<file path="src/rtl/etc1_pkg.sv">
// Shared constants and types for the ETC1 individual-mode encoder.
package etc1_pkg;

    typedef enum logic [2:0] {
        ST_COLLECT,
        ST_BASE,
        ST_SCAN,
        ST_INDEX,
        ST_DONE
    } state_e;

    localparam logic [7:0] MOD_SMALL [8] = '{8'd2, 8'd5, 8'd9, 8'd13, 8'd18, 8'd24, 8'd33, 8'd47};
    localparam logic [7:0] MOD_LARGE [8] = '{8'd8, 8'd17, 8'd29, 8'd42, 8'd60, 8'd80, 8'd106, 8'd183};

    // d3 sums three channels, so both thresholds carry a factor of 3.
    localparam logic [10:0] THR_LARGE3 [8] = '{
        11'(3 * MOD_LARGE[0]), 11'(3 * MOD_LARGE[1]), 11'(3 * MOD_LARGE[2]), 11'(3 * MOD_LARGE[3]),
        11'(3 * MOD_LARGE[4]), 11'(3 * MOD_LARGE[5]), 11'(3 * MOD_LARGE[6]), 11'(3 * MOD_LARGE[7])};
    localparam logic [10:0] THR_SPLIT3 [8] = '{
        11'(3 * (MOD_SMALL[0] + MOD_LARGE[0])), 11'(3 * (MOD_SMALL[1] + MOD_LARGE[1])),
        11'(3 * (MOD_SMALL[2] + MOD_LARGE[2])), 11'(3 * (MOD_SMALL[3] + MOD_LARGE[3])),
        11'(3 * (MOD_SMALL[4] + MOD_LARGE[4])), 11'(3 * (MOD_SMALL[5] + MOD_LARGE[5])),
        11'(3 * (MOD_SMALL[6] + MOD_LARGE[6])), 11'(3 * (MOD_SMALL[7] + MOD_LARGE[7]))};

    localparam int R1_LSB   = 60;
    localparam int R2_LSB   = 56;
    localparam int G1_LSB   = 52;
    localparam int G2_LSB   = 48;
    localparam int B1_LSB   = 44;
    localparam int B2_LSB   = 40;
    localparam int T1_LSB   = 37;
    localparam int T2_LSB   = 34;
    localparam int DIFF_BIT = 33;
    localparam int FLIP_BIT = 32;

endpackage

</file>
<file path="src/rtl/etc1_index_select.sv">
// Picks the 2-bit ETC1 index for one d3 under table t; fits_o flags that t can reach |d3|.
module etc1_index_select
    import etc1_pkg::*;
(
    input  logic signed [10:0] d3_i,
    input  logic [2:0]         t_i,
    output logic [1:0]         idx_o,
    output logic               fits_o
);

    logic [10:0] mag;
    logic [11:0] mag2;

    always_comb begin
        mag    = d3_i[10] ? 11'(-d3_i) : 11'(d3_i);
        mag2   = {mag, 1'b0};
        idx_o  = {d3_i[10], (mag2 >= {1'b0, THR_SPLIT3[t_i]})};
        fits_o = (THR_LARGE3[t_i] >= mag);
    end

endmodule

</file>
<file path="src/rtl/etc1_encode.sv">
// Streaming 4x4 RGB888 -> ETC1 block encoder, individual mode with vertical split.
module etc1_encode
    import etc1_pkg::*;
(
    input  logic        clk,
    input  logic        reset,
    input  logic        in_valid,
    output logic        in_ready,
    input  logic [23:0] in_pixel,
    output logic        out_valid,
    input  logic        out_ready,
    output logic [63:0] out_block
);

    function automatic logic [3:0] quant4(input logic [10:0] sum);
        logic [11:0] prod;
        prod = 12'(sum[10:3]) * 12'd15 + 12'd128;
        return prod[11:8];
    endfunction

    state_e      state_q, state_d;
    logic [3:0]  cnt_q, cnt_d;
    logic [23:0] pix_q [16];
    logic [10:0] sum_q [2][3];
    logic [3:0]  base_q [2][3];
    logic [10:0] max_q [2];
    logic [2:0]  tbl_q [2];
    logic [31:0] idx_q;
    logic        out_vld_q;
    logic [63:0] out_blk_q;

    logic               accept;
    logic               in_sb, cur_sb;
    logic [23:0]        cur_pix;
    logic signed [10:0] d3;
    logic [10:0]        mag;
    logic [15:0]        fit;
    logic [1:0]         search_idx_unused [16];
    logic [2:0]         t_found [2];
    logic [2:0]         tbl_use;
    logic [1:0]         idx_cur;
    logic               fits_cur_unused;
    logic [63:0]        blk_d;

    assign in_ready  = (state_q == ST_COLLECT);
    assign out_valid = out_vld_q;
    assign out_block = out_blk_q;
    assign accept    = in_valid && in_ready;
    assign in_sb     = cnt_q[1];
    assign cur_sb    = cnt_q[3];
    // Counter runs in p = 4x+y order; the buffer is stored in raster beat order.
    assign cur_pix   = pix_q[{cnt_q[1:0], cnt_q[3:2]}];

    always_comb begin
        d3 = '0;
        for (int c = 0; c < 3; c++) begin
            d3 = d3 + $signed({3'b0, cur_pix[23-8*c -: 8]})
                    - $signed({3'b0, base_q[cur_sb][c], base_q[cur_sb][c]});
        end
        mag = d3[10] ? 11'(-d3) : 11'(d3);
    end

    for (genvar s = 0; s < 2; s++) begin : g_sb
        for (genvar t = 0; t < 8; t++) begin : g_tbl
            etc1_index_select u_fit (
                .d3_i   ($signed(max_q[s])),
                .t_i    (3'(t)),
                .idx_o  (search_idx_unused[s*8+t]),
                .fits_o (fit[s*8+t])
            );
        end
    end

    always_comb begin
        for (int s = 0; s < 2; s++) begin
            t_found[s] = 3'd7;
            for (int t = 7; t >= 0; t--) begin
                if (fit[s*8+t]) t_found[s] = 3'(t);
            end
        end
        // Table is latched on the first INDEX cycle, so pixel 0 takes it straight from the search.
        tbl_use = (cnt_q == 4'd0) ? t_found[cur_sb] : tbl_q[cur_sb];
    end

    etc1_index_select u_idx (
        .d3_i   (d3),
        .t_i    (tbl_use),
        .idx_o  (idx_cur),
        .fits_o (fits_cur_unused)
    );

    always_comb begin
        state_d = state_q;
        cnt_d   = cnt_q;
        case (state_q)
            ST_COLLECT: if (accept) begin
                cnt_d = cnt_q + 4'd1;
                if (cnt_q == 4'd15) state_d = ST_BASE;
            end
            ST_BASE: begin
                cnt_d   = 4'd0;
                state_d = ST_SCAN;
            end
            ST_SCAN: begin
                cnt_d = cnt_q + 4'd1;
                if (cnt_q == 4'd15) state_d = ST_INDEX;
            end
            ST_INDEX: begin
                cnt_d = cnt_q + 4'd1;
                if (cnt_q == 4'd15) state_d = ST_DONE;
            end
            ST_DONE: if (out_vld_q && out_ready) state_d = ST_COLLECT;
            default: state_d = ST_COLLECT;
        endcase
    end

    always_comb begin
        blk_d                 = '0;
        blk_d[R1_LSB +: 4]    = base_q[0][0];
        blk_d[R2_LSB +: 4]    = base_q[1][0];
        blk_d[G1_LSB +: 4]    = base_q[0][1];
        blk_d[G2_LSB +: 4]    = base_q[1][1];
        blk_d[B1_LSB +: 4]    = base_q[0][2];
        blk_d[B2_LSB +: 4]    = base_q[1][2];
        blk_d[T1_LSB +: 3]    = tbl_q[0];
        blk_d[T2_LSB +: 3]    = tbl_q[1];
        blk_d[DIFF_BIT]       = 1'b0;
        blk_d[FLIP_BIT]       = 1'b0;
        blk_d[31:0]           = idx_q;
    end

    always_ff @(posedge clk) begin
        if (reset) begin
            state_q   <= ST_COLLECT;
            cnt_q     <= '0;
            out_vld_q <= 1'b0;
            out_blk_q <= '0;
            for (int s = 0; s < 2; s++) begin
                max_q[s] <= '0;
                for (int c = 0; c < 3; c++) sum_q[s][c] <= '0;
            end
        end else begin
            state_q <= state_d;
            cnt_q   <= cnt_d;
            if (state_q == ST_COLLECT && accept) begin
                for (int c = 0; c < 3; c++)
                    sum_q[in_sb][c] <= sum_q[in_sb][c] + 11'(in_pixel[23-8*c -: 8]);
            end
            if (state_q == ST_BASE) begin
                for (int s = 0; s < 2; s++) begin
                    max_q[s] <= '0;
                    for (int c = 0; c < 3; c++) sum_q[s][c] <= '0;
                end
            end
            if (state_q == ST_SCAN && mag > max_q[cur_sb]) max_q[cur_sb] <= mag;
            if (state_q == ST_DONE && !out_vld_q) begin
                out_vld_q <= 1'b1;
                out_blk_q <= blk_d;
            end else if (out_vld_q && out_ready) begin
                out_vld_q <= 1'b0;
            end
        end
    end

    always_ff @(posedge clk) begin
        if (state_q == ST_COLLECT && accept) pix_q[cnt_q] <= in_pixel;
        if (state_q == ST_BASE) begin
            for (int s = 0; s < 2; s++)
                for (int c = 0; c < 3; c++) base_q[s][c] <= quant4(sum_q[s][c]);
        end
        if (state_q == ST_INDEX) begin
            if (cnt_q == 4'd0) begin
                tbl_q[0] <= t_found[0];
                tbl_q[1] <= t_found[1];
            end
            idx_q[{1'b1, cnt_q}] <= idx_cur[1];
            idx_q[{1'b0, cnt_q}] <= idx_cur[0];
        end
    end

endmodule
</file>
<file path="config.mk">
export PLATFORM = sky130hd
export DESIGN_NAME = etc1_encode
export DESIGN_NICKNAME = d
export VERILOG_FILES = /design/src/rtl/etc1_pkg.sv /design/src/rtl/etc1_index_select.sv /design/src/rtl/etc1_encode.sv
export SDC_FILE = /design/constraint.sdc
export NUM_CORES = 1
export LEC_CHECK = 0
export CAP_MARGIN = 40
export CORE_UTILIZATION = 45
export DETAILED_ROUTE_END_ITERATION = 12
export PLACE_DENSITY = 0.71
export SETUP_SLACK_MARGIN = 0.4
export SLEW_MARGIN = 5
export SYNTH_ARGS = -nofsm -noshare
export SYNTH_HDL_FRONTEND = slang
export SYNTH_SLANG_ARGS = --single-unit
</file>
<file path="constraint.sdc">
create_clock -name clk -period 15.6 [get_ports clk]
set_clock_uncertainty 0.05 [all_clocks]
set_input_delay 4.68 -clock clk [delete_from_list [all_inputs] [get_ports clk]]
set_output_delay 4.68 -clock clk [all_outputs]
set_load 0.05 [all_outputs]
</file>
[Yosys cells after proc, flatten, opt, wreduce, memory -nomap -nowiden]
Memory sizes are Yosys's and may differ from the RTL's. A register that Yosys moved wholly into a read port is not among the register bits.
Index checks and enable logic that the tools add are counted.
Word-level totals
  bits in registers: 102
  bits in writable memories: 502
  memory bits (read-only): 88
  input port bits: 28
  output and inout port bits: 66
  word-level logic and storage cells: 173
  memories: 6
Memories
  pix_q: depth 16, width 24, read ports 1, clocked after Yosys merged registers in 1, wr ports 1, line etc1_encode.sv:23  | logic [23:0] pix_q [16];
  (name not given): depth 8, width 11, read ports 1, clocked after Yosys merged registers in 0, wr ports 0, line etc1_index_select.sv:17  | idx_o = {d3_i[10], (mag2 >= {1'b0, THR_SPLIT3[t_i]})};
  sum_q: depth 2, width 33, read ports 3, clocked after Yosys merged registers in 1, wr ports 2, line etc1_encode.sv:24  | logic [10:0] sum_q [2][3];
  base_q: depth 2, width 12, read ports 3, clocked after Yosys merged registers in 3, wr ports 2, line etc1_encode.sv:25  | logic [3:0] base_q [2][3];
  max_q: depth 2, width 11, read ports 3, clocked after Yosys merged registers in 1, wr ports 2, line etc1_encode.sv:26  | logic [10:0] max_q [2];
  tbl_q: depth 2, width 3, read ports 3, clocked after Yosys merged registers in 3, wr ports 2, line etc1_encode.sv:27  | logic [2:0] tbl_q [2];
Cells by class
  $add $sub $neg: 18
  multipliers: 6
  magnitude comparators: 22
  equality and inequality tests: 10
  mux-type cells: 79
  bitwise logic cells: 10
  reduce and logical (&&, ||, !) cells: 17
Operator list (count)
  $mux 11: 14
  $add 12x8->12 const B: 6
  $mul 8x4->12 const B: 6
  $mux 3: 22
  $bwmux 32: 2
  $ge 7x11->1 const A: 4
  $ge 8x11->1 const A: 4
  $add 11x8->11: 3
  $mux 1: 33
  $mux 33: 1
  $neg 11->11: 3
  $reduce_or 33->1: 1
  $ge 5x11->1 const A: 2
  $ge 6x11->1 const A: 2
  $ge 9x11->1 const A: 2
  $pmux 3 s5: 1
  $ge 12x11->1: 1
  $mux 4: 3
  $pmux 4 s3: 1
  $add 11x9->11: 1
  $gt 11x11->1: 1
  $reduce_or 11->1: 1
  $sub 10x9->11: 1
  $sub 11x9->11: 1
  28 further kinds: 46

[Depth between registers and ports, before layout]
Gate-level depths: netlist of run 1.
An unclocked memory read counts as a cell.
  word-level depth: 21
  gate-level depth with buffers: 39
  gate-level depth less buffers: 34

[By module]
A second synthesis of run 1 with hierarchy kept.
Second synthesis, totals
  cell total of the unflattened synthesis: 3876
  area, all modules: 44024.7 um2
Modules (own cells, without submodules)
  etc1_encode: times used 1, cells an instance 2083, area an instance 30300.3 um2, sequential area each 17516.8 um2
  etc1_index_select at g_sb[0].g_tbl[0].u_fit ...: times used 14, cells an instance 119, area an instance 915.9 um2, sequential area each 0.0 um2
  etc1_index_select at u_idx: times used 1, cells an instance 127, area an instance 902.1 um2, sequential area each 0.0 um2

[Worst setup path before layout of run 1]
No wires, ideal clock.
  kind: reg-to-reg
  start point: register with a tool-made name
  end point: memory max_q[1][0] (enable)
  arrival time: 8.364 ns
  data required time: 15.224 ns
  path slack: 6.861 ns
  stages on the path, launching flop included: 31
  path buffers: 4
  clock period less this slack: 8.739 ns
  path through: dfxtp_1 clkbuf_1 clkbuf_1 buf_1 mux4_2 mux4_2 fa_1 inv_1 fa_1 fa_1 inv_1 ha_1 o21ai_0 o21ai_0 nor4_1 o21a_1 xnor2_1 clkinv_1 a21oi_1 inv_1 ha_1 nor2b_1 o21ai_0 nand2b_1 a2111oi_0 o311a_1 nand2_1 o2111a_1 o21ai_0 clkbuf_1 nand2_1
RTL lines (line)
  to (decl): etc1_encode.sv:26

==> results of run 1 <==
-- worst max-delay path by stage --
| stage | start | end | slack, ns |
|---|---|---|---|
| after floorplan | register | max_q[1][0] | 6.86 |
| after global placement | register | max_q[0][0] | 5.34 |
| after detailed placement | register | max_q[0][0] | 5.12 |
| after CTS | register | max_q[0][4] | 5.02 |
| after global routing | register | max_q[0][4] | 4.13 |
| final | register | max_q[0][4] | 5.02 |
-- layer usage --
metal / vias to the layer above / wire (um) / track usage
li1: 8434 / - / -
met1: 9354 / 30100 / 0.276
met2: 570 / 35400 / 0.349
met3: 111 / 3990 / 0.0287
met4: 4 / 1800 / 0.0593
met5: - / 24 / 0
-- power breakdown --
group          internal [uW]  switching [uW]  total (uW)
clock network            784             626        1410
registers               1830            36.1        1860
logic                    523             857        1380
-- critical path: cells and delay by family, from the launching register on --
family,cells,cell delay (ns)
AOI/OAI and AO/OA,13,3.20
buffers and inverters,5,2.19
adders and majority gates,4,1.46
and+or+nand+nor,8,1.15
muxes,2,0.92
DFF,1,0.69
xor gates and xnor gates,2,0.43
-- registers in the layout, summed over array words and instances (netlist names), named ones only --
signal     count
tbl_q          6
idx_q         32
base_q        24
pix_q        384
max_q         22
out_valid      1
cnt_q          4
out_block     62
state_q        3
sum_q         66
-- final cells by class --
cell class	instances	share of cell area
clock buffers	69	0.0438
clock inverters	39	0.0103
inverters	183	0.0194
multi-input cells	1389	0.363
flip-flops and latches	608	0.496
well taps	931	0.0330
repair buffers	126	0.0343
-- through the flow --
stage | std cells | setup WS, ns | util | hold slack [ns] | power (uW)
after floorplan | 2273 | 6.86 | - | 0.421 | 2950
after global placement | 3233 | 5.34 | 0.485 | 0.396 | 3240
after detailed placement | 3237 | 5.12 | 0.486 | 0.396 | 3270
after CTS | 3345 | 5.02 | 0.513 | 0.405 | 4680
after global routing | 3345 | 4.13 | 0.513 | 0.419 | 4930
final | 3345 | 5.02 | 0.513 | 0.405 | 4650
-- cell usage after synthesis (3+ instances only) --
cell type / number / area, um^2
nor2_1: 195 / 732
a21o_1: 19 / 143
or3_1: 7 / 43.8
nand2b_1: 16 / 100
clkbuf_1: 74 / 278
mux2_2: 25 / 282
a32oi_1: 4 / 35.0
nor2b_1: 23 / 144
or2_2: 7 / 43.8
a31o_2: 6 / 52.6
a31oi_1: 3 / 18.8
nand2_1: 209 / 785
inv_1: 182 / 683
ha_1: 211 / 2640
nor3b_1: 4 / 30.0
nand3b_1: 4 / 30.0
buf_1: 11 / 41.3
buf_2: 3 / 15.0
a21boi_0: 4 / 30.0
fa_1: 100 / 2000
xor2_1: 36 / 315
nor3_1: 28 / 140
a21oi_1: 122 / 611
o21a_1: 20 / 150
nand4_1: 5 / 31.3
edfxtp_1: 534 / 16000
dfxtp_1: 74 / 1480
o31ai_1: 6 / 45.0
nor2_4: 10 / 113
a32o_1: 3 / 30.0
nand3_1: 16 / 80.1
nor4_1: 8 / 50.1
o21ai_1: 3 / 15.0
mux4_2: 120 / 2700
xnor2_1: 41 / 359
mux2i_1: 28 / 280
o21ai_0: 59 / 295
-- kinds of logic after synthesis --
group / Yosys count
compound gates: 279
simple gates: 547
buf+inv: 276
flops: 608
mux: 173
fa+ha+maj: 311
other cells: 1
xor+xnor: 77
==> flow_summary.json, run 1 <==
{
  "status": "complete, no violations",
  "cts_tree": "built",
  "vias_per_cell": 5.52,
  "grt_pass1_vias": 18845,
  "final_common_cell": "edfxtp_1",
  "wl_per_cell_um": 21.3,
  "arrival_ns": 10.77,
  "cts_buffer_depth": 3,
  "syn_inst": 2272,
  "yosys_warnings": 0,
  "setup_violations": 0,
  "place_area_um2": 33400,
  "worstSetupEndpointType": "register",
  "grt_pass1_wl_mm": 111,
  "portBuffers": 91,
  "synthFlopType": "edfxtp_1",
  "fin_area_um2": 35300,
  "cts_setup_buffers": 0,
  "cts_root_buf": "clkbuf_16",
  "power_leakage_uw": 0.0129,
  "async_reset_ff_frac": 0,
  "post_cts_resized": 0,
  "dr.pass1.iters": 5,
  "layout_common_cells": "edfxtp_1 (534), ha_1 (211), nand2_1 (209), inv_1 (182), nor2_1 (178)",
  "crit_fanout": 60,
  "synth_area_per_cell_um2": 13.8,
  "max-slew-margin-rel": 0.382,
  "dieArea_um2": 70800,
  "reg2reg_to": "max_q[0][4]",
  "maxCapViolations": 0,
  "cts_hold_buf": 0,
  "synth_fa_ha_area_frac": 0.148,
  "synth_top_family_by_area": "adder cells",
  "r2r_setup_slack_ns": 5.02,
  "synthToLayoutAreaGrowth_pct": 12.7,
  "hold_path.class": "register to register",
  "overflow": 0,
  "fill_cells": 5643,
  "grt_start_max_net_pins": 74,
  "worstHoldStart": "out_block[0]",
  "tns_ns": 0,
  "cp_data_required_time_ns": 15.79,
  "ys_ff_latch": 608,
  "yosysUniqueCellTypes": 76,
  "p_per_area_nw_per_um2": 132,
  "hold_path_end": "out_block[0]",
  "whs_path_depth": 2,
  "vias": 18473,
  "final_nets": 2705,
  "drive_gt1_frac": 0.137,
  "groute.usage.overall": 0.205,
  "slowest_delay_ns": 0.78,
  "synth-compound-area-share": 0.0552,
  "first_iter_violations": 1392,
  "route.detailed.drc": 0,
  "seqCellArea_um2": 17500,
  "slew_violations": 0,
  "critPathLaunchType": "register",
  "core_um2": 68800,
  "io_pins": 94,
  "antenna_found_initial": 2,
  "hold_viol": 0,
  "start_util": 0.456,
  "h-tree-depth": 2,
  "cts_sinks": 608,
  "detail-route-antenna-nets": 0,
  "die_w_um": 266,
  "rsz0062_at_grt": "false",
  "synth_simple_gate_area_frac": 0.0782,
  "clk_pin_slew_ns": 0.06,
  "n_antenna_cell": 0,
  "critPathSlowestCell": "buf_4",
  "tightest_slew_ns": 0.928,
  "multi_input_area_um2": 12800,
  "synth_xor_area_frac": 0.0215,
  "cts-buffers-inserted": 58,
  "layout_min_cycle_time_ns": 10.58,
  "synth_edf_count": 534,
  "rows": 96,
  "fin_crit_sh": 0.678,
  "die_h_um": 266,
  "hpwlAfterDp_mm": 47.0,
  "ys_seq_area_frac": 0.559,
  "criticalPathCategory": "register to register",
  "place_congestion": 0.869,
  "syn_area_um2": 31400,
  "ir_drop_v": 0.000119,
  "worstSkewPairLatency_ns": 0.65,
  "wirelength_mm": 71.3,
  "max_clock_freq_mhz": 94.5,
  "synthMuxAreaShare": 0.104,
  "reg2regPathDepth": 34
}
Power figures use the tool's default switching activity.
==> inputs of run 2 (changes only) <==
==> constraint.sdc (replaced) <==
create_clock -name clk -period 9.8 [get_ports clk]
set_clock_uncertainty 0.05 [all_clocks]
set_input_delay 2.94 -clock clk [delete_from_list [all_inputs] [get_ports clk]]
set_output_delay 2.94 -clock clk [all_outputs]
set_load 0.05 [all_outputs]
==> flow_summary.json, run 2 (synthesized netlist as in run 1, its figures left out) <==
{
  "rows": 96,
  "h-tree-depth": 2,
  "critPathBufInv": 6,
  "crit_family": "compound AO/OA/AOI/OAI gates",
  "status": "complete, no violations",
  "tns_ns": 0,
  "wl_per_cell_um": 21.4,
  "criticalPathCategory": "register to register",
  "groute.usage.overall": 0.205,
  "route.detailed.drc": 0,
  "grt_pass1_wl_mm": 110,
  "final_nets": 2717,
  "overflow": 0,
  "final_common_cell": "edfxtp_1",
  "setup_violations": 0,
  "whs_ns": 0.405,
  "cts_sinks": 608,
  "cts-buffers-inserted": 61,
  "crit_cells": 34,
  "fill_cells": 5672,
  "swShare": 0.326,
  "p_seq_frac": 0.399,
  "grt_pass1_vias": 18838,
  "start_util": 0.456,
  "rsz0062_at_grt": "false",
  "drive_gt1_frac": 0.137,
  "worstSkewPairLatency_ns": 0.63,
  "reg2reg_to": "max_q[1][5]",
  "dpl.cell_count": 3245,
  "die_h_um": 266,
  "worstSetupEndpointType": "register",
  "io_pins": 94,
  "slew_violations": 0,
  "largest_reg_flops": 384,
  "clockPowerShare": 0.302,
  "fin_crit_sh": 0.874,
  "ir_drop_v": 0.000233,
  "antenna_found_initial": 1,
  "clk_pin_slew_ns": 0.06,
  "fin_cells": 3356,
  "dr.pass1.iters": 5,
  "reg2regPathDepth": 34,
  "vias_per_cell": 5.53,
  "synthToLayoutAreaGrowth_pct": 13.0,
  "max_clock_freq_mhz": 117,
  "grt_start_max_net_pins": 74,
  "switching_power_uw": 2430,
  "detail-route-antenna-nets": 0,
  "portBuffers": 91,
  "hpwlAfterDp_mm": 46.6,
  "tightest_slew_ns": 0.856,
  "max-slew-margin-rel": 0.428,
  "path_common_cell": "nand2_1",
  "crit_fanout": 45,
  "r2r_setup_slack_ns": 1.23,
  "hold_viol": 0,
  "n_antenna_cell": 0,
  "largest-register": "pix_q",
  "maxCapViolations": 0,
  "first_iter_violations": 1694,
  "arrival_ns": 8.77,
  "cts_buffer_depth": 3,
  "wirelength_mm": 71.9,
  "endpoint": "max_q[1][5]",
  "power_leakage_uw": 0.0130,
  "place_congestion": 0.907,
  "critPathLaunchType": "register",
  "cts_root_buf": "clkbuf_16",
  "hold_path.class": "register to register",
  "dieArea_um2": 70800,
  "layout_common_cells": "edfxtp_1 (534), ha_1 (211), nand2_1 (209), inv_1 (182), nor2_1 (178)",
  "internal_power_uw": 5020,
  "vias": 18567,
  "cp_data_required_time_ns": 10.00,
  "cts_tree": "built",
  "critPathSlowestCell": "dfxtp_4",
  "core_um2": 68800,
  "layout_min_cycle_time_ns": 8.57,
  "die_w_um": 266,
  "slowest_delay_ns": 0.84,
  "combPwrFrac": 0.298,
  "p_per_area_nw_per_um2": 210
}
==> run 2: cell count changes in the layout (fill, tap and decap cells not counted), moves of 2 or more <==
cell / previous run / this run
inv_6: 4 / 2
buf_4: 31 / 38
inv_16: 2 / 0
clkbuf_8: 1 / 3
buf_8: 3 / 1
clkinv_2: 15 / 12
clkinv_1: 10 / 14
buf_12: 0 / 4
clkbuf_1: 7 / 10
==> run 2: per-layer routing <==
| layer | GRT usage | wire length (um) |
|---|---|---|
| met2 | 0.347 | 35400 |
| met4 | 0.0592 | 1820 |
| met5 | 0 | 13 |
| met3 | 0.0257 | 3850 |
| met1 | 0.277 | 30800 |
==> run 2: area by class of cell <==
| class | instances | area [um^2] | area share |
|---|---|---|---|
| sequential | 608 | 17500 | 0.495 |
| multi-input combinational | 1389 | 12800 | 0.362 |
| tap | 931 | 1160 | 0.0329 |
| timing repair buffer | 135 | 1310 | 0.0371 |
| clock inverter | 36 | 309 | 0.00872 |
| clock buffer | 74 | 1610 | 0.0453 |
| inverter | 183 | 687 | 0.0194 |
==> run 2: how the worst min path moves through the flow <==
stage / from / end / cells after the start / slack (ns)
6_report: out_block[50] / out_block[50] / 2 / 0.40
5_1_grt: out_block[50] / out_block[50] / 2 / 0.42
4_1_cts: out_block[50] / out_block[50] / 2 / 0.41
3_5_place_dp: out_block[50] / out_block[50] / 2 / 0.40
3_3_place_gp: out_block[0] / out_block[0] / 2 / 0.40
2_1_floorplan: idx_q[0] / out_block[0] / 2 / 0.42
==> run 2: worst min-delay path, cell delays in order (launching register included) <==
cell and delay [ns]:
dfxtp_1 0.31, nand2_1 0.05, a21oi_1 0.05
==> run 2: per-stage QoR <==
| stage | instance area, um^2 | util | setup WS, ns | total power (uW) |
|---|---|---|---|---|
| CTS | 35400 | 0.515 | 1.02 | 7470 |
| global route | 35400 | 0.515 | 0.507 | 7840 |
| global placement | 33400 | 0.486 | 1.29 | 5150 |
| finish | 35400 | 0.515 | 1.23 | 7440 |
| floorplan | 31400 | - | 1.06 | 4690 |
| detailed placement | 33500 | 0.487 | 1.12 | 5210 |
==> run 2: what timing repair did <==
item,4_1_cts,5_1_grt
setup buffers,0,1
gates resized for setup,0,0
setup endpoints to repair,0,22
hold buffers,0,0
==> run 2: power groups by stage <==
stage	combinational, uW	clock [uW]	sequential (uW)
4_1_cts	2210	2290	2970
3_3_place_gp	2130	0	3020
3_5_place_dp	2180	0	3030
5_1_grt	2490	2370	2980
2_1_floorplan	1690	0	3000
6_report	2220	2250	2970
